==> config.mk <==
export PLATFORM = sky130hd
export DESIGN_NAME = mux4_rr_arbiter
export DESIGN_NICKNAME = d
export VERILOG_FILES = /design/src/rtl/mux_arb_pkg.sv /design/src/rtl/mux4_dp.sv /design/src/rtl/mux4_rr_arbiter.sv
export SDC_FILE = /design/constraint.sdc
export NUM_CORES = 1
export LEC_CHECK = 0
export CORE_MARGIN = 2
export CORE_UTILIZATION = 47
export CTS_BUF_LIST = sky130_fd_sc_hd__clkbuf_16
export CTS_CLUSTER_SIZE = 12
export DETAILED_ROUTE_END_ITERATION = 10
export HOLD_SLACK_MARGIN = 0.03
export PLACE_DENSITY_LB_ADDON = 0.05
export SLEW_MARGIN = 10
export SYNTH_ARGS = -nofsm -noshare
export SYNTH_HDL_FRONTEND = slang
export SYNTH_SLANG_ARGS = --single-unit
==> constraint.sdc <==
create_clock -name clk -period 2.1 [get_ports clk]
set_clock_uncertainty 0.15 [all_clocks]
set_input_delay 0.63 -clock clk [delete_from_list [all_inputs] [get_ports clk]]
set_output_delay 0.63 -clock clk [all_outputs]
set_load 0.01 [all_outputs]
==> src/rtl/mux_arb_pkg.sv <==
// Shared types and helpers for the four-way round-robin multiplexer arbiter.
package mux_arb_pkg;

    localparam int NUM_REQ = 4;

    typedef enum logic [0:0] {
        ST_IDLE  = 1'b0,
        ST_GRANT = 1'b1
    } arb_state_e;

    typedef struct packed {
        logic       found;
        logic [1:0] idx;
    } rr_pick_t;

    // First asserted request scanning ptr+1, ptr+2, ptr+3, ptr (mod 4).
    function automatic rr_pick_t rr_pick(input logic [NUM_REQ-1:0] req, input logic [1:0] ptr);
        rr_pick_t   pick;
        logic [1:0] cand;
        pick.found = 1'b0;
        pick.idx   = 2'b00;
        for (int i = 1; i <= NUM_REQ; i++) begin
            cand = ptr + 2'(i);
            if (!pick.found && req[cand]) begin
                pick.found = 1'b1;
                pick.idx   = cand;
            end else begin
                pick.found = pick.found;
            end
        end
        return pick;
    endfunction

    function automatic logic [NUM_REQ-1:0] idx_to_onehot(input logic [1:0] idx);
        return 4'b0001 << idx;
    endfunction

endpackage

==> src/rtl/mux4_dp.sv <==
// Combinational 4:1 data path; forces zero when no grant is active.
module mux4_dp
    import mux_arb_pkg::*;
#(
    parameter int DATA_W = 1
) (
    input  logic [NUM_REQ*DATA_W-1:0] data_i,
    input  logic [1:0]                sel,
    input  logic                      valid,
    output logic [DATA_W-1:0]         data_o
);

    logic [DATA_W-1:0] w_lane;

    // Pick the selected lane
    always_comb begin
        w_lane = {DATA_W{1'b0}};
        case (sel)
            2'd0:    w_lane = data_i[0*DATA_W +: DATA_W];
            2'd1:    w_lane = data_i[1*DATA_W +: DATA_W];
            2'd2:    w_lane = data_i[2*DATA_W +: DATA_W];
            2'd3:    w_lane = data_i[3*DATA_W +: DATA_W];
            default: w_lane = {DATA_W{1'b0}};
        endcase
    end

    // Gate the lane with valid so an idle path reads as zero
    always_comb begin
        data_o = {DATA_W{1'b0}};
        if (valid) begin
            data_o = w_lane;
        end else begin
            data_o = {DATA_W{1'b0}};
        end
    end

endmodule

==> src/rtl/mux4_rr_arbiter.sv <==
// Round-robin arbiter sharing one 4:1 data path; grants are held for at most
// HOLD_MAX cycles before priority rotates away from the current grantee.
module mux4_rr_arbiter
    import mux_arb_pkg::*;
#(
    parameter int DATA_W   = 1,
    parameter int HOLD_MAX = 4,
    parameter int CNT_W    = 4
) (
    input  logic                      clk,
    input  logic                      rst_n,
    input  logic [NUM_REQ-1:0]        req,
    input  logic [NUM_REQ*DATA_W-1:0] data_i,
    output logic [NUM_REQ-1:0]        gnt,
    output logic [1:0]                sel,
    output logic                      valid,
    output logic [DATA_W-1:0]         data_o
);

    arb_state_e         r_state;
    logic [NUM_REQ-1:0] r_gnt;
    logic [1:0]         r_sel;
    logic               r_valid;
    logic [CNT_W-1:0]   r_hold_cnt;
    logic [1:0]         r_ptr;

    rr_pick_t w_pick_idle;
    rr_pick_t w_pick_rel;
    logic     w_quantum_end;
    logic     w_keep;

    // On release the search restarts just after the releasing lane, so it
    // uses r_sel directly rather than waiting for r_ptr to update.
    assign w_pick_idle   = rr_pick(req, r_ptr);
    assign w_pick_rel    = rr_pick(req, r_sel);
    assign w_quantum_end = (r_hold_cnt == CNT_W'(HOLD_MAX - 1));
    assign w_keep        = req[r_sel] && !w_quantum_end;

    // Arbiter state machine with registered grant outputs
    always_ff @(posedge clk or negedge rst_n) begin
        if (!rst_n) begin
            r_state    <= ST_IDLE;
            r_gnt      <= 4'b0000;
            r_sel      <= 2'b00;
            r_valid    <= 1'b0;
            r_hold_cnt <= {CNT_W{1'b0}};
            r_ptr      <= 2'b11;
        end else begin
            case (r_state)
                ST_IDLE: begin
                    r_hold_cnt <= {CNT_W{1'b0}};
                    if (w_pick_idle.found) begin
                        r_state <= ST_GRANT;
                        r_gnt   <= idx_to_onehot(w_pick_idle.idx);
                        r_sel   <= w_pick_idle.idx;
                        r_valid <= 1'b1;
                    end else begin
                        r_state <= ST_IDLE;
                        r_gnt   <= 4'b0000;
                        r_sel   <= 2'b00;
                        r_valid <= 1'b0;
                    end
                end
                ST_GRANT: begin
                    if (w_keep) begin
                        r_hold_cnt <= r_hold_cnt + {{(CNT_W-1){1'b0}}, 1'b1};
                    end else begin
                        r_ptr      <= r_sel;
                        r_hold_cnt <= {CNT_W{1'b0}};
                        if (w_pick_rel.found) begin
                            r_state <= ST_GRANT;
                            r_gnt   <= idx_to_onehot(w_pick_rel.idx);
                            r_sel   <= w_pick_rel.idx;
                            r_valid <= 1'b1;
                        end else begin
                            r_state <= ST_IDLE;
                            r_gnt   <= 4'b0000;
                            r_sel   <= 2'b00;
                            r_valid <= 1'b0;
                        end
                    end
                end
                default: begin
                    r_state    <= ST_IDLE;
                    r_gnt      <= 4'b0000;
                    r_sel      <= 2'b00;
                    r_valid    <= 1'b0;
                    r_hold_cnt <= {CNT_W{1'b0}};
                    r_ptr      <= 2'b11;
                end
            endcase
        end
    end

    assign gnt   = r_gnt;
    assign sel   = r_sel;
    assign valid = r_valid;

    mux4_dp #(
        .DATA_W (DATA_W)
    ) u_dp (
        .data_i (data_i),
        .sel    (r_sel),
        .valid  (r_valid),
        .data_o (data_o)
    );

endmodule

==> impl_metrics.json, run 1 <==
{
  "outcome": "finished with violations",
  "violations": "negative setup slack",
  "synth_area_mm2": 0.00107,
  "max_cap_viol_count": 0,
  "reg2reg_from": "sel[1]",
  "yosys.area.top_type": "dfrtp_1",
  "cts_root_buf": "clkbuf_16",
  "detail_route.wl_per_cell_um": 14.7,
  "fin_crit_sh_pct": 111,
  "hold_class": "reg2reg",
  "total_power_mw": 2.32,
  "syn_area_per_cell_um2": 9.19,
  "drc": 0,
  "pwr-share-clk_pct": 15.5,
  "worst_pin_slew_ps": 305,
  "p_seq_share_pct": 20.6,
  "synth_cells": 116,
  "comb_power_share_pct": 64.0,
  "area_delta_synth_final_pct": 50.7,
  "die-area_mm2": 0.00267,
  "multi_input_area_um2": 726,
  "fillers": 167,
  "fin_cells": 188,
  "wirelength_mm": 2.76,
  "grt_usage_pct": 21.9,
  "post-place-ws_ps": -807,
  "port_buffers": 17,
  "power_switching_uw": 889,
  "initialDrtViolationCount": 17,
  "synth_top_area_share_pct": 28.2,
  "num-nets-final": 176,
  "ir_worst_vdd_mv": 0.997,
  "post-place-cells": 181,
  "cts_made_buffers": 3,
  "ys_seq_area_share_pct": 33.1,
  "clk_latency_ps": 240,
  "hpwl_mm": 1.96,
  "cts_tree": "yes",
  "cp-startpoint": "sel[0]",
  "first_pass_iters": 4,
  "power.leakage_nw": 0.709,
  "final.min_clock_period_ps": 2340,
  "synth_nets": 131,
  "yosys-top-cells-count": "dfrtp_1, nor2_1, a21oi_1, nand2_1",
  "r2r_end": "gnt[3]",
  "grt_overflow": 0,
  "io_pins": 18,
  "antenna_left": 0,
  "core_mm2": 0.00217,
  "place_area_mm2": 0.00143,
  "async_reset_ff_share_pct": 100,
  "die_y_um": 51.6,
  "cp.required_ps": 1320,
  "final_hold_viol_count": 0,
  "cp.arrival_ps": 1560,
  "route.vias.total": 1028,
  "crit_type": "reg2out",
  "yosysUniqueCellTypes": 45,
  "setup_ws_ps": -238,
  "cts_sinks": 14,
  "start_util_pct": 49.1,
  "rows": 17,
  "fmax_ghz": 0.428,
  "hold_buffers": 0,
  "grt_max_degree": 11,
  "path_clk_slew_ps": 50,
  "drive_gt1_share_pct": 41.3,
  "endpoint_kind": "primary output",
  "synth.top_cells.by_area": "dfrtp_1, ha_1, dfstp_2",
  "grt_pass1_wl_mm": 4.40,
  "worstPathMaxFanout": 3,
  "setup_viol": 1,
  "htree_levels": 1,
  "yosysWarnings": 0,
  "cp-endpoint": "data_o",
  "worst_r2r_path_depth": 5,
  "synth_edf_count": 0,
  "antenna_found_initial": 0,
  "internal_power_mw": 1.43,
  "regArea_um2": 355,
  "p_sw_share_pct": 38.3,
  "ys_seq_elements": 14,
  "rsz0062_at_grt": "yes",
  "fin_area_mm2": 0.00161,
  "report.final.slew_viol_count": 0,
  "relSlewSlack_pct": 79.6,
  "r2r_slack_ps": 0,
  "synth_ff_type": "dfrtp_1",
  "gp_congestion": 0.866,
  "power.density_mw_per_mm2": 1440,
  "clockBufferDepth": 2,
  "start_kind": "flop",
  "hold_ws_ps": 302,
  "vias_per_cell": 5.47,
  "die_w_um": 51.6,
  "num_antenna_cells": 0,
  "grt_pass1_vias": 1045
}
[area by class of cell]
type / count / share of cell area [%]
multi-input cells: 90 / 45.2
repair buffers: 48 / 24.4
flip-flops and latches: 14 / 22.1
clock buffers: 3 / 4.67
well taps: 28 / 2.18
inverters: 4 / 1.25
clock inverters: 1 / 0.234
[sequential cells by signal (all words and copies together) (netlist names)]
register    cells
r_hold_cnt      4
sel             2
gnt             4
valid           1
r_state         1
r_ptr           2
[worst max-delay path, cell delays in order, from the launching register on]
cell and delay, ps:
dfrtp_2 400, buf_12 120, inv_6 30, ha_4 140, a222oi_1 270, o21ai_1 100, and2_1 130, buf_2 130
[routing by layer]
metal / global-route usage [%] / vias up / routed length [um]
li1: - / 516 / -
met1: 27.7 / 487 / 1250
met2: 39.7 / 25 / 1370
met3: 5.46 / 0 / 146
met4: 0.877 / 0 / 0
met5: 0 / - / 0
[cell families (layout without fill, tap and decap cells)]
logic type | after synthesis | after routing | share of synthesized area, %
buf+inv | 12 | 56 | 7.63
simple gates | 44 | 44 | 23.7
compound gates | 34 | 34 | 22.1
fa+ha+maj | 5 | 5 | 5.87
xor+xnor | 2 | 2 | 1.64
mux | 5 | 5 | 5.99
flops | 14 | 14 | 33.1
[power by group through the flow]
stage          Sequential, mW  Clock [mW]  Combinational, mW
6_report                0.477       0.359               1.48
5_1_grt                 0.489       0.376               1.62
4_1_cts                 0.472       0.366               1.36
3_5_place_dp            0.481           0               1.23
3_3_place_gp            0.477           0               1.21
2_1_floorplan           0.480           0              0.737
[layout by cell type, fill, tap and decap left out, types with 3 or more instances in the layout]
cell type / instances
nand2b_1: 4
nand3_1: 3
nor2_1: 12
nor2b_1: 3
dlygate4sd2_1: 5
clkbuf_2: 3
a21oi_1: 6
mux2i_1: 3
nand2_1: 8
o31ai_2: 3
o21ai_0: 4
buf_4: 28
clkdlybuf4s50_1: 7
dfrtp_1: 10
clkbuf_16: 3
[worst min path at each step]
stage,cells after the start,end,slack (ps),start
floorplan,0,gnt[0],180,rst_n
global placement,1,r_hold_cnt[0],290,r_hold_cnt[0]
detailed placement,1,r_hold_cnt[0],300,r_hold_cnt[0]
CTS,1,r_hold_cnt[0],300,r_hold_cnt[0]
global route,1,r_hold_cnt[0],330,r_hold_cnt[0]
finish,1,r_hold_cnt[0],300,r_hold_cnt[0]
[timing repair]
action	4_1_cts	5_1_grt
setup endpoints to repair	16	13
hold endpoints to repair	0	0
buffers inserted	2	2
pin swaps	5	9
gates resized for setup	26	17
[metrics by stage]
| step | TNS, ps | utilization [%] |
|---|---|---|
| 3_3_place_gp | -6630 | 66.1 |
| 5_1_grt | -506 | 74.0 |
| 3_5_place_dp | -6860 | 66.1 |
| 6_report | -238 | 74.0 |
| 4_1_cts | -240 | 72.7 |
| 2_1_floorplan | 0 | - |
(Power assumes the default switching activity.)
==> run 2, diff against run 1 <==
Settings changed: CAP_MARGIN from default to 20.
==> results of run 2 <==
Final layout, timing and power as in run 1 (identical DEF).
